--- config.mk ---
export PLATFORM = sky130hd
export DESIGN_NAME = ow_ds18b20_responder
export DESIGN_NICKNAME = d
export VERILOG_FILES = /design/src/rtl/ow_ds18b20_responder.sv
export SDC_FILE = /design/constraint.sdc
export NUM_CORES = 1
export LEC_CHECK = 0
export BUFFER_PORTS_ARGS = -buffer_cell sky130_fd_sc_hd__buf_2
export CORE_MARGIN = 2
export CORE_UTILIZATION = 35
export DETAILED_ROUTE_END_ITERATION = 12
export HOLD_SLACK_MARGIN = 0.03
export PLACE_DENSITY = 0.55
export SKIP_CTS_REPAIR_TIMING = 1
export SLEW_MARGIN = 20
export SYNTH_ARGS = -nofsm -noshare
export SYNTH_HDL_FRONTEND = slang
export SYNTH_SLANG_ARGS = --single-unit
--- constraint.sdc ---
create_clock -name sys_clk -period 3.4 [get_ports sys_clk]
set_input_delay 0.17 -clock sys_clk [delete_from_list [all_inputs] [get_ports sys_clk]]
set_output_delay 0.17 -clock sys_clk [all_outputs]
set_load 0.02 [all_outputs]
--- src/rtl/ow_ds18b20_responder.sv ---
// One-wire responder that emulates a single DS18B20: reset/presence, Skip ROM,
// Convert T and Read Scratchpad, with the temperature supplied on temp_in.
module ow_ds18b20_responder #(
  parameter int unsigned CLK_FREQ     = 12000000,
  parameter int unsigned RESET_MIN_US = 480,
  parameter int unsigned PRES_WAIT_US = 30,
  parameter int unsigned PRES_LEN_US  = 120,
  parameter int unsigned SAMPLE_US    = 30,
  parameter int unsigned HOLD0_US     = 45,
  parameter int unsigned CONV_MS      = 750
) (
  input  logic        sys_clk,
  input  logic        sys_rst,
  input  logic        ow_in,
  input  logic [15:0] temp_in,
  output logic        ow_pull_low,
  output logic        cmd_valid,
  output logic [7:0]  cmd_byte,
  output logic        conv_busy,
  output logic        err_cmd
);
  localparam int unsigned US         = CLK_FREQ / 1000000;
  localparam int unsigned RESET_CYC  = RESET_MIN_US * US;
  localparam int unsigned PW_CYC     = PRES_WAIT_US * US;
  localparam int unsigned PL_CYC     = PRES_LEN_US * US;
  localparam int unsigned SAMPLE_CYC = SAMPLE_US * US;
  localparam int unsigned HOLD_CYC   = HOLD0_US * US;
  localparam int unsigned CONV_CYC   = CONV_MS * 1000 * US;
  localparam int unsigned LOW_W      = $clog2(RESET_CYC + 1) + 1;
  localparam int unsigned TMR_W      = $clog2(PW_CYC + PL_CYC + SAMPLE_CYC + HOLD_CYC + 1);
  localparam int unsigned CONV_W     = $clog2(CONV_CYC + 1);

  typedef enum logic [2:0] {
    ST_IDLE,
    ST_PRES_WAIT,
    ST_PRES_DRIVE,
    ST_ROM_CMD,
    ST_FUNC_CMD,
    ST_TX_SCRATCH,
    ST_CONV_READ
  } state_t;

  state_t             state;
  logic               ow_s1, ow_s2, ow_prev;
  logic [LOW_W-1:0]   low_cnt;
  logic [TMR_W-1:0]   tmr;
  logic [TMR_W-1:0]   hold_cnt;
  logic               slot_act, hold_act;
  logic [6:0]         bit_cnt;
  logic [6:0]         rx_sh;
  logic [71:0]        tx_sh;
  logic [CONV_W-1:0]  conv_cnt;
  logic [15:0]        temp_q;

  logic               fall, rise, bus_rst;
  logic [7:0]         rx_byte;
  logic [63:0]        sp_body;

  // Maxim CRC-8 (reflected 0x31), bytes in order, each byte LSB first
  function automatic logic [7:0] crc8(input logic [63:0] data);
    logic [7:0] crc;
    logic       fb;
    crc = 8'h00;
    for (int i = 0; i < 64; i++) begin
      fb  = crc[0] ^ data[i];
      crc = {1'b0, crc[7:1]} ^ (fb ? 8'h8C : 8'h00);
    end
    return crc;
  endfunction

  assign fall    = ow_prev & ~ow_s2;
  assign rise    = ~ow_prev & ow_s2;
  assign bus_rst = rise && (low_cnt >= LOW_W'(RESET_CYC));
  assign rx_byte = {ow_s2, rx_sh};
  assign sp_body = {8'h10, 8'h0C, 8'hFF, 8'h7F, 8'h46, 8'h4B, temp_q};

  always_ff @(posedge sys_clk) begin
    if (sys_rst) begin
      ow_s1       <= 1'b1;
      ow_s2       <= 1'b1;
      ow_prev     <= 1'b1;
      low_cnt     <= '0;
      state       <= ST_IDLE;
      tmr         <= '0;
      hold_cnt    <= '0;
      slot_act    <= 1'b0;
      hold_act    <= 1'b0;
      bit_cnt     <= '0;
      rx_sh       <= '0;
      tx_sh       <= '1;
      conv_cnt    <= '0;
      temp_q      <= 16'h0550;
      ow_pull_low <= 1'b0;
      cmd_valid   <= 1'b0;
      cmd_byte    <= 8'h00;
      conv_busy   <= 1'b0;
      err_cmd     <= 1'b0;
    end else begin
      ow_s1     <= ow_in;
      ow_s2     <= ow_s1;
      ow_prev   <= ow_s2;
      cmd_valid <= 1'b0;
      err_cmd   <= 1'b0;

      if (!ow_s2) begin
        if (low_cnt != '1) low_cnt <= low_cnt + 1'b1;
      end else begin
        low_cnt <= '0;
      end

      // conversion runs independently of the bus state
      if (conv_busy) begin
        if (conv_cnt == CONV_W'(CONV_CYC - 1)) begin
          conv_busy <= 1'b0;
          temp_q    <= temp_in;
        end else begin
          conv_cnt <= conv_cnt + 1'b1;
        end
      end

      // read-0 hold window; may outlive the slot's state (last scratchpad bit)
      if (hold_act) begin
        if (hold_cnt == TMR_W'(HOLD_CYC - 1)) begin
          hold_act    <= 1'b0;
          ow_pull_low <= 1'b0;
        end else begin
          hold_cnt <= hold_cnt + 1'b1;
        end
      end

      if (bus_rst) begin
        state       <= ST_PRES_WAIT;
        tmr         <= '0;
        slot_act    <= 1'b0;
        hold_act    <= 1'b0;
        ow_pull_low <= 1'b0;
        bit_cnt     <= '0;
      end else begin
        case (state)
          ST_PRES_WAIT: begin
            if (tmr == TMR_W'(PW_CYC - 1)) begin
              state       <= ST_PRES_DRIVE;
              tmr         <= '0;
              ow_pull_low <= 1'b1;
            end else begin
              tmr <= tmr + 1'b1;
            end
          end
          ST_PRES_DRIVE: begin
            if (tmr == TMR_W'(PL_CYC - 1)) begin
              state       <= ST_ROM_CMD;
              tmr         <= '0;
              ow_pull_low <= 1'b0;
              bit_cnt     <= '0;
              slot_act    <= 1'b0;
            end else begin
              tmr <= tmr + 1'b1;
            end
          end
          ST_ROM_CMD, ST_FUNC_CMD: begin
            if (fall) begin
              slot_act <= 1'b1;
              tmr      <= '0;
            end else if (slot_act) begin
              if (tmr == TMR_W'(SAMPLE_CYC - 1)) begin
                slot_act <= 1'b0;
                rx_sh    <= rx_byte[7:1];
                if (bit_cnt == 7'd7) begin
                  bit_cnt   <= '0;
                  cmd_byte  <= rx_byte;
                  cmd_valid <= 1'b1;
                  if (state == ST_ROM_CMD) begin
                    if (rx_byte == 8'hCC) begin
                      state <= ST_FUNC_CMD;
                    end else begin
                      err_cmd <= 1'b1;
                      state   <= ST_IDLE;
                    end
                  end else if (rx_byte == 8'h44) begin
                    conv_busy <= 1'b1;
                    conv_cnt  <= '0;
                    state     <= ST_CONV_READ;
                  end else if (rx_byte == 8'hBE) begin
                    tx_sh <= {crc8(sp_body), sp_body};
                    state <= ST_TX_SCRATCH;
                  end else begin
                    err_cmd <= 1'b1;
                    state   <= ST_IDLE;
                  end
                end else begin
                  bit_cnt <= bit_cnt + 1'b1;
                end
              end else begin
                tmr <= tmr + 1'b1;
              end
            end
          end
          ST_TX_SCRATCH: begin
            if (fall) begin
              if (!tx_sh[0]) begin
                ow_pull_low <= 1'b1;
                hold_act    <= 1'b1;
                hold_cnt    <= '0;
              end
              tx_sh <= {1'b1, tx_sh[71:1]};
              if (bit_cnt == 7'd71) begin
                bit_cnt <= '0;
                state   <= ST_IDLE;
              end else begin
                bit_cnt <= bit_cnt + 1'b1;
              end
            end
          end
          ST_CONV_READ: begin
            if (fall && conv_busy) begin
              ow_pull_low <= 1'b1;
              hold_act    <= 1'b1;
              hold_cnt    <= '0;
            end
          end
          default: ;
        endcase
      end
    end
  end
endmodule
==> results.yml, run 1 <==
sta:
  worst_pin_slew_ns: 0.684
  setup_viol: 0
  timing.final.crit_share_pct: 83.5
  hold_violations: 1
  setup_tns_ns: 0
  fin_ws_ns: 0.561
  rsz0062_at_grt: "false"
  min_period_ns: 2.84
  fmax_mhz: 352
  relSlewSlack_pct: 54.1
  skew_ns: 0.0110
  whs_ns: -0.00659
  maxSlewViolCount: 0
global_routing:
  grt_pass1_vias: 6449
  grt_max_degree: 80
  track_usage_pct: 14.6
  grt_pass1_wl_um: 31700
  overflow: 0
  antenna_found_initial: 0
synthesis:
  post-synth-top-area-fraction_pct: 42.4
  synthTopCellsByArea: "dfxtp_1 (42%), nor2_1 (6.8%), nand2_1 (4.8%)"
  synth_seq_area_share_pct: 42.4
  yosys.cell_types.count: 74
  synth-main-ff-cell: "dfxtp_1"
  async_flop_share_pct: 0
  syn_nets: 1043
  yosysTopAreaCell: "dfxtp_1"
  synth-seq-cells: 184
  syn_area_sq_mm: 0.00868
  synth_edf_count: 0
  postSynthCellCount: 1018
  yosys_warnings: 0
  avgSynthCellArea_sq_um: 8.52
worst_setup_path:
  critical-path-top-delay-family: "simple AND/OR/NAND/NOR gates"
  worstPathArrival_ns: 3.20
  cp_slowest_cell: "dfxtp_1"
  critPathKind: "flop to flop"
  worstPathCellList: "nor3b_1 -> or2_1 -> nand3_1 -> or3_1 -> nor3_2 -> nand2_1 -> a21oi_1"
  cpPeakStageDelay_ns: 0.64
  path_max_fanout: 16
  crit_required_ns: 3.76
  startpoint_type: "flop"
  critPathBufInv: 0
  cp-end-kind: "flop"
clocking:
  path_clk_slew_ns: 0.07
  clock_insertion_delay_worst_skew_ns: 0.44
  htreeDepth: 4
  cts_made_buffers: 17
  cts_buffer_depth: 2
  cts-root-buf: "clkbuf_16"
  cts_tree: "yes"
  numClockSinks: 184
outcome:
  violations: "hold timing"
  status: "finished with violations"
placement:
  place_inst: 1323
  dpl_worst_slack_ns: 0.570
  place.gp.congestion: 0.795
  dp_hpwl_um: 11900
  io_buffers: 30
finish:
  final_cell_mix: "dfxtp_1 (184), nor2_1 (158), nand2_1 (112)"
  num_antenna_cells: 0
  layout-drive-gt1-share_pct: 9.67
  final_net_count: 1058
  area_delta_synth_final_pct: 13.1
  instances_no_fill: 1369
  final_common_cell: "dfxtp_1"
floorplanning:
  rows: 57
  die_x_um: 161
  fp.dieArea_sq_mm: 0.0261
  dieHeight_um: 161
  io-pin-count: 31
  start_util_pct: 35.7
  core_area_sq_mm: 0.0243
drt:
  wl_per_cell_um: 13.4
  vias: 6882
  dr.pass1.iters: 7
  ant_nets: 0
  drt-initial-drc-count: 412
  wl_um: 18400
  vias_per_cell: 5.03
  route.detailed.drc: 0
power_and_ir_drop:
  p_per_area_mw_per_mm2: 441
  vdd_drop_max_uv: 294
  leakagePower_nw: 3.71
min_path:
  holdCritPathClass: "input port to flop"
flow_run:
  maxCapViolCount: 0
synth_stat cells (all sizes together), types with 4 or more instances:
library cell / count
nand2: 112
nor3: 40
dfxtp: 184
or3: 7
o311ai: 17
xor2: 47
a31oi: 4
nand2b: 4
xnor3: 9
a21oi: 36
xnor2: 49
ha: 6
inv: 12
clkbuf: 52
nor2b: 6
or2: 8
mux2i: 21
a211oi: 5
and3: 16
nand4: 24
buf: 10
nor2: 158
or4: 5
o21ai: 44
and4: 7
and2: 6
nand3: 79
tightest hold or removal path, stage by stage:
cell and delay, ns:
buf_2 0.08, mux2i_1 0.06, nor2_1 0.08
per-stage QoR:
stage | utilization (%) | hold WS (ns) | total power, W | area (sq um)
after floorplan | - | 0.274 | 0.00234 | 8680
after global placement | 37.3 | 0.353 | 0.00238 | 9080
after detailed placement | 37.3 | 0.357 | 0.00238 | 9080
after CTS | 39.7 | -0.103 | 0.00438 | 9670
after global routing | 40.4 | 0.0545 | 0.00450 | 9820
final | 40.4 | -0.00659 | 0.00433 | 9820
final timing paths:
kind / from / end / slack, ns / cells past startpoint
max: state[2]$_SDFFE_PP0P_ / cmd_byte[0]$_SDFFE_PP0P_ / 0.56 / 7
min: temp_in[9] / temp_q[9]$_SDFFE_PP0P_ / -0.007 / 3
min reg2reg: ow_s1$_SDFF_PP1_ / ow_s2$_SDFF_PP1_ / 0.41 / 1
max reg2reg: state[2]$_SDFFE_PP0P_ / cmd_byte[0]$_SDFFE_PP0P_ / 0.56 / 7
routing by layer:
metal / up-vias / share of wire, % / routed length, um / track usage [%]
li1: 3548 / - / - / -
met1: 3242 / 51 / 9410 / 20.2
met2: 78 / 45 / 8220 / 23.0
met3: 14 / 3.0 / 550 / 3.03
met4: 0 / 1.1 / 204 / 4.14
met5: - / 0 / 0 / 0
final cells by class:
class | count | area, sq um
clock buffers | 17 | 425
clock inverters | 14 | 160
fillers | 2469 | 14500
inverters | 12 | 45.0
multi-input cells | 760 | 4670
flip-flops and latches | 184 | 3680
well taps | 324 | 405
repair buffers | 58 | 423
kinds of logic after synthesis:
kind of cell,synth area share (%)
and+or+nand+nor,27.2
DFF,42.4
AOI/OAI and AO/OA,9.80
xor gates and xnor gates,13.1
buffers and inverters,3.85
muxes,2.68
adders and majority gates,0.865
sequential cells by signal, summed over array words and instances, names as in the netlist, 3 cells and up:
| name | count |
|---|---|
| bit_cnt | 7 |
| cmd_byte | 8 |
| conv_cnt | 24 |
| hold_cnt | 12 |
| low_cnt | 14 |
| rx_sh | 7 |
| state | 3 |
| temp_q | 16 |
| tmr | 12 |
| tx_sh | 72 |
where the power goes:
part	total, W	internal (W)	switching (W)
sequential	0.00217	0.00216	0.00000907
clock	0.00199	0.00104	0.000950
combinational	0.000167	0.0000642	0.000102
total	0.00433	0.00327	0.00106
Power figures use the tool's default switching activity.
==> inputs of run 2 (changes only) <==
--- a/config.mk
+++ b/config.mk
@@ -5,6 +5,7 @@
 export SDC_FILE = /design/constraint.sdc
 export NUM_CORES = 1
 export LEC_CHECK = 0
+export ABC_AREA = 1
 export BUFFER_PORTS_ARGS = -buffer_cell sky130_fd_sc_hd__buf_2
 export CORE_MARGIN = 2
 export CORE_UTILIZATION = 35
==> constraint.sdc (replaced) <==
create_clock -name sys_clk -period 2.7 [get_ports sys_clk]
set_input_delay 0.135 -clock sys_clk [delete_from_list [all_inputs] [get_ports sys_clk]]
set_output_delay 0.135 -clock sys_clk [all_outputs]
set_load 0.02 [all_outputs]
==> run 2 against run 1 <==
The flow finishes with violations (hold timing, setup timing); clock skew shrank 0.00052 ns; global-route usage grew 2.0 points; cell count grew 34%; sequential cell count is the same; count of clock-buffer cells in the layout grew 3; sequential power grew 28%; worst setup slack lost 1.7 ns; clock power grew 18%; sequential share of layout area shrank 8.6 points; highest routed layer unchanged.
==> results.yml, run 2 <==
placement:
  post_dp_cell_area_sq_mm: 0.0110
  dpl_worst_slack_ns: -1.17
  place.gp.congestion: 0.881
  dp_hpwl_um: 16800
  place_inst: 1760
  io_buffers: 30
sta:
  min_period_ns: 3.87
  fmax_mhz: 258
  timing.final.crit_share_pct: 143
  worst_pin_slew_ns: 0.655
  maxSlewViolCount: 0
  fin_ws_ns: -1.17
  relSlewSlack_pct: 56.0
  hold_violations: 1
  rsz0062_at_grt: "true"
  whs_ns: -0.000239
  setup_viol: 8
  skew_ns: 0.0104
drt:
  wl_per_cell_um: 13.1
  vias: 9015
  route.detailed.drc: 0
  dr.pass1.iters: 4
  drt-initial-drc-count: 425
  vias_per_cell: 4.92
  wl_um: 24100
  ant_nets: 0
synthesis:
  post-synth-top-area-fraction_pct: 38.7
  synthMostInstantiatedCell: "nand2_1"
  synthTopCellsByArea: "dfxtp_1 (39%), nand2_1 (11%), inv_1 (6.0%)"
  syn_area_sq_mm: 0.00951
  syn_nets: 1322
  ys_top_cells_by_count: "nand2_1 (269), dfxtp_1 (184), inv_1 (151), nor2_1 (111), nand3_1 (96)"
  async_flop_share_pct: 0
  yosysTopAreaCell: "dfxtp_1"
  synth-main-ff-cell: "dfxtp_1"
  yosys_warnings: 0
  postSynthCellCount: 1297
  avgSynthCellArea_sq_um: 7.34
  synth-seq-cells: 184
  synth_edf_count: 0
  yosys.cell_types.count: 50
  synth_seq_area_share_pct: 38.7
finish:
  instances_no_fill: 1834
  num_antenna_cells: 0
  reg.largest.list: "tx_sh x72, conv_cnt x24, temp_q x16"
  area_delta_synth_final_pct: 34.4
  finalInstanceArea_sq_mm: 0.0128
  layout-drive-gt1-share_pct: 28.7
  filler_cell_count: 2606
  final_net_count: 1506
  largest_register: "tx_sh"
  final_cell_mix: "nand2_1 (217), dfxtp_1 (178), buf_4 (147)"
  final_util_pct: 47.7
  largest_reg_flops: 72
  final_common_cell: "nand2_1"
worst_setup_path:
  cpPeakStageDelay_ns: 0.41
  cp_slowest_cell: "dfxtp_4"
  crit_required_ns: 3.07
  critPathKind: "flop to flop"
  crit_start: "temp_q[3]$_SDFFE_PP0P_"
  r2r-start: "temp_q[3]$_SDFFE_PP0P_"
  startpoint_type: "flop"
  reg2reg_depth: 34
  cpMostUsedCell: "nand2_4"
  path_max_fanout: 7
  cp-end-kind: "flop"
  worstPathArrival_ns: 4.24
global_routing:
  grt_pass1_wl_um: 39400
  antenna_found_initial: 0
  grt_pass1_vias: 8463
  grt_max_degree: 66
  overflow: 0
  track_usage_pct: 16.6
outcome:
  violations: "hold timing, setup timing"
  status: "finished with violations"
clocking:
  cts_made_buffers: 17
  numClockSinks: 184
  path_clk_slew_ns: 0.07
  htreeDepth: 4
  clock_insertion_delay_worst_skew_ns: 0.42
  cts_tree: "yes"
  cts-root-buf: "clkbuf_16"
  cts_buffer_depth: 2
power_and_ir_drop:
  vdd_drop_max_uv: 457
  leakagePower_nw: 5.26
  p_per_area_mw_per_mm2: 441
min_path:
  hold-path-cell-count: 3
  holdCritStartpoint: "temp_in[7]"
  holdCritPathClass: "input port to flop"
flow_run:
  maxCapViolCount: 0
floorplanning:
  dieHeight_um: 169
  fp.dieArea_sq_mm: 0.0285
  core_area_sq_mm: 0.0268
  io-pin-count: 31
  die_x_um: 169
  rows: 60
  start_util_pct: 35.5
run 2: cell types whose count changed after synthesis, sizes merged, moves of 21 or more:
cell,change
nand3,+28
a21oi,+32
clkbuf,-21
xnor2,-34
inv,+152
nand2,+207
nor2,-47
o22ai,+27
a221o,+22
run 2: power breakdown:
group / switching, W / internal (W)
registers: 0.0000311 / 0.00275
clock network: 0.00104 / 0.00132
logic: 0.000314 / 0.000187
total: 0.00138 / 0.00425
run 2: logic make-up after synthesis:
family	synth area share (%)
DFF	38.7
and+or+nand+nor	30.1
AOI/OAI and AO/OA	14.8
muxes	0.105
buffers and inverters	7.90
xor gates and xnor gates	7.60
adders and majority gates	0.789
run 2: metrics by stage:
step	hold WS [ns]	setup TNS, ns	power [W]
floorplan	0.239	-5.10	0.00314
global placement	0.380	-8.16	0.00332
detailed placement	0.383	-8.55	0.00332
CTS	-0.0656	-8.77	0.00570
global route	0.0415	-10.95	0.00590
finish	-0.000239	-8.87	0.00564
run 2: worst max-delay path, delay by kind of cell (launching register included):
| family | cells | cell delay [ns] |
|---|---|---|
| buffers and inverters | 4 | 0.31 |
| AO/OA/AOI/OAI | 2 | 0.21 |
| AND/OR/NAND/NOR | 26 | 2.31 |
| XOR/XNOR | 2 | 0.56 |
| flip-flops | 1 | 0.41 |
run 2: cell type report:
class | instances | area [sq um] | area share (%)
clock buffer | 20 | 457 | 3.57
tap | 341 | 427 | 3.34
sequential | 184 | 3700 | 28.9
clock inverter | 11 | 98.8 | 0.773
timing repair buffer | 198 | 1500 | 11.7
multi-input combinational | 914 | 5970 | 46.7
inverter | 166 | 638 | 4.99
run 2: final timing paths:
kind | slack [ns] | end
hold reg to reg | 0.42 | ow_s2$_SDFF_PP1_
setup / recovery | -1.17 | tx_sh[64]$_SDFFE_PP1P_
hold / removal | -0.0002 | temp_q[7]$_SDFFE_PP0P_
setup reg to reg | -1.17 | tx_sh[64]$_SDFFE_PP1P_
run 2: per-layer routing:
metal  wire length [um]  track usage, %  part of all wire [%]  vias up
met2              11700            28.0                    49       78
met3                418            2.67                   1.7       12
met4                184            4.42                  0.76        0
li1                   -               -                     -     4701
met1              11700            22.1                    49     4224
met5                  0               0                     0        -
==> inputs of run 3 (changes only) <==
--- a/config.mk
+++ b/config.mk
@@ -12,6 +12,7 @@
 export DETAILED_ROUTE_END_ITERATION = 12
 export HOLD_SLACK_MARGIN = 0.03
 export PLACE_DENSITY = 0.55
+export RECOVER_POWER = 25
 export SKIP_CTS_REPAIR_TIMING = 1
 export SLEW_MARGIN = 20
 export SYNTH_ARGS = -nofsm -noshare
==> run 3 against run 2 <==
The run still ends with hold timing, setup timing left; cell count stayed put; critical path depth is 2 higher; total power hardly changed; sequential cell count stayed put; final area is 0.50% lower; sequential power hardly changed; highest routed layer unchanged; wire length hardly changed; critical path type unchanged; utilization is 0.24 points lower; combinational power hardly changed; clock power hardly changed.
==> results.yml, run 3 (synthesized netlist as in run 2, its figures left out) <==
outcome:
  status: "finished with violations"
  violations: "hold timing, setup timing"
floorplanning:
  die_x_um: 169
  io-pin-count: 31
  dieHeight_um: 169
  rows: 60
  start_util_pct: 35.5
  core_area_sq_mm: 0.0268
  fp.dieArea_sq_mm: 0.0285
finish:
  final_net_count: 1506
  num_antenna_cells: 0
  instances_no_fill: 1834
  largest_register: "tx_sh"
  multi_input_area_sq_mm: 0.00594
  final_common_cell: "nand2_1"
  filler_cell_count: 2627
  area_delta_synth_final_pct: 33.7
  layout-drive-gt1-share_pct: 27.1
  final_cell_mix: "nand2_1 (217), dfxtp_1 (178), inv_1 (143)"
  final-seq-area_sq_mm: 0.00370
  final_util_pct: 47.5
  largest_reg_flops: 72
  reg.largest.list: "tx_sh x72, conv_cnt x24, temp_q x16"
drt:
  wl_per_cell_um: 13.1
  drt-initial-drc-count: 458
  vias_per_cell: 4.89
  dr.pass1.iters: 5
  vias: 8967
  wl_um: 24100
  ant_nets: 0
  route.detailed.drc: 0
global_routing:
  antenna_found_initial: 0
  grt_pass1_vias: 8463
  busiest_layer: "met2"
  grtUsageMet2_pct: 28.0
  gr-usage-met3_pct: 2.67
  track_usage_pct: 16.6
  grt_max_degree: 66
  use_met1_pct: 22.1
  grt_pass1_wl_um: 39400
  overflow: 0
worst_setup_path:
  r2r-start: "temp_q[3]$_SDFFE_PP0P_"
  cpMostUsedCell: "nand2_4"
  critPathKind: "flop to flop"
  reg2reg_slack_ns: -1.17
  cp_slowest_cell: "dfxtp_4"
  cpPeakStageDelay_ns: 0.41
  cp-end-kind: "flop"
  startpoint_type: "flop"
  path_max_fanout: 7
  crit_start: "temp_q[3]$_SDFFE_PP0P_"
  crit_required_ns: 3.02
  worstPathArrival_ns: 4.19
sta:
  rsz0062_at_grt: "true"
  min_period_ns: 3.87
  skew_ns: 0.0136
  worst_pin_slew_ns: 0.661
  relSlewSlack_pct: 55.6
  whs_ns: -0.00193
  timing.final.crit_share_pct: 143
  setup_viol: 8
  fmax_mhz: 258
  maxSlewViolCount: 0
  fin_ws_ns: -1.17
  hold_violations: 1
power_and_ir_drop:
  vdd_drop_max_uv: 459
  p_per_area_mw_per_mm2: 443
  leakagePower_nw: 5.19
clocking:
  clock_insertion_delay_worst_skew_ns: 0.43
  path_clk_slew_ns: 0.07
  cts_tree: "yes"
  htreeDepth: 4
  cts_made_buffers: 17
  cts-root-buf: "clkbuf_16"
  numClockSinks: 184
  cts_buffer_depth: 2
min_path:
  holdCritPathClass: "input port to flop"
  holdCritStartpoint: "temp_in[7]"
placement:
  place.gp.congestion: 0.881
  io_buffers: 30
  place_inst: 1760
  dp_hpwl_um: 16800
flow_run:
  maxCapViolCount: 0
-- run 3: worst paths after layout --
check        depth (start not counted)                endpoint
max                                 36  tx_sh[65]$_SDFFE_PP1P_
min                                  3  temp_q[7]$_SDFFE_PP0P_
min reg2reg                          1        ow_s2$_SDFF_PP1_
max reg2reg                         36  tx_sh[65]$_SDFFE_PP1P_
-- run 3: per-stage QoR --
stage                     hold slack [ns]  area, sq um  total power, W  TNS [ns]  setup slack [ns]
after floorplan                     0.239         9630         0.00314     -5.10            -0.765
after global placement              0.380        11000         0.00332     -8.16             -1.11
after detailed placement            0.383        11000         0.00332     -8.55             -1.17
after CTS                         -0.0656        11600         0.00570     -8.77             -1.20
after global routing               0.0415        12700         0.00589    -23.65             -1.42
final                            -0.00193        12700         0.00563     -8.90             -1.17
-- run 3: routing by layer --
layer  share of wire (%)  up-vias
met5                   0        -
met2                  49       63
met1                  49     4193
li1                    -     4699
met3                 1.5       12
met4                0.76        0
-- run 3: final cells by class --
class                      count  area share, %
multi-input combinational    914           46.7
clock buffer                  20           3.59
sequential                   184           29.1
inverter                     166           5.02
timing repair buffer         198           11.5
clock inverter                11          0.777
tap                          341           3.35
-- run 3: power breakdown --
| part | total, W | switching, W | leakage (nW) | internal [W] |
|---|---|---|---|---|
| registers | 0.00278 | 0.0000304 | 1.49 | 0.00275 |
| logic | 0.000499 | 0.000314 | 3.42 | 0.000186 |
| clock network | 0.00235 | 0.00104 | 0.280 | 0.00132 |
-- run 3: worst max-delay path, delay by kind of cell, from the launching register on --
family                    cells  cell delay (ns)
xor gates and xnor gates      2             0.56
buffers and inverters         3             0.17
DFF                           1             0.41
and+or+nand+nor              31             2.61
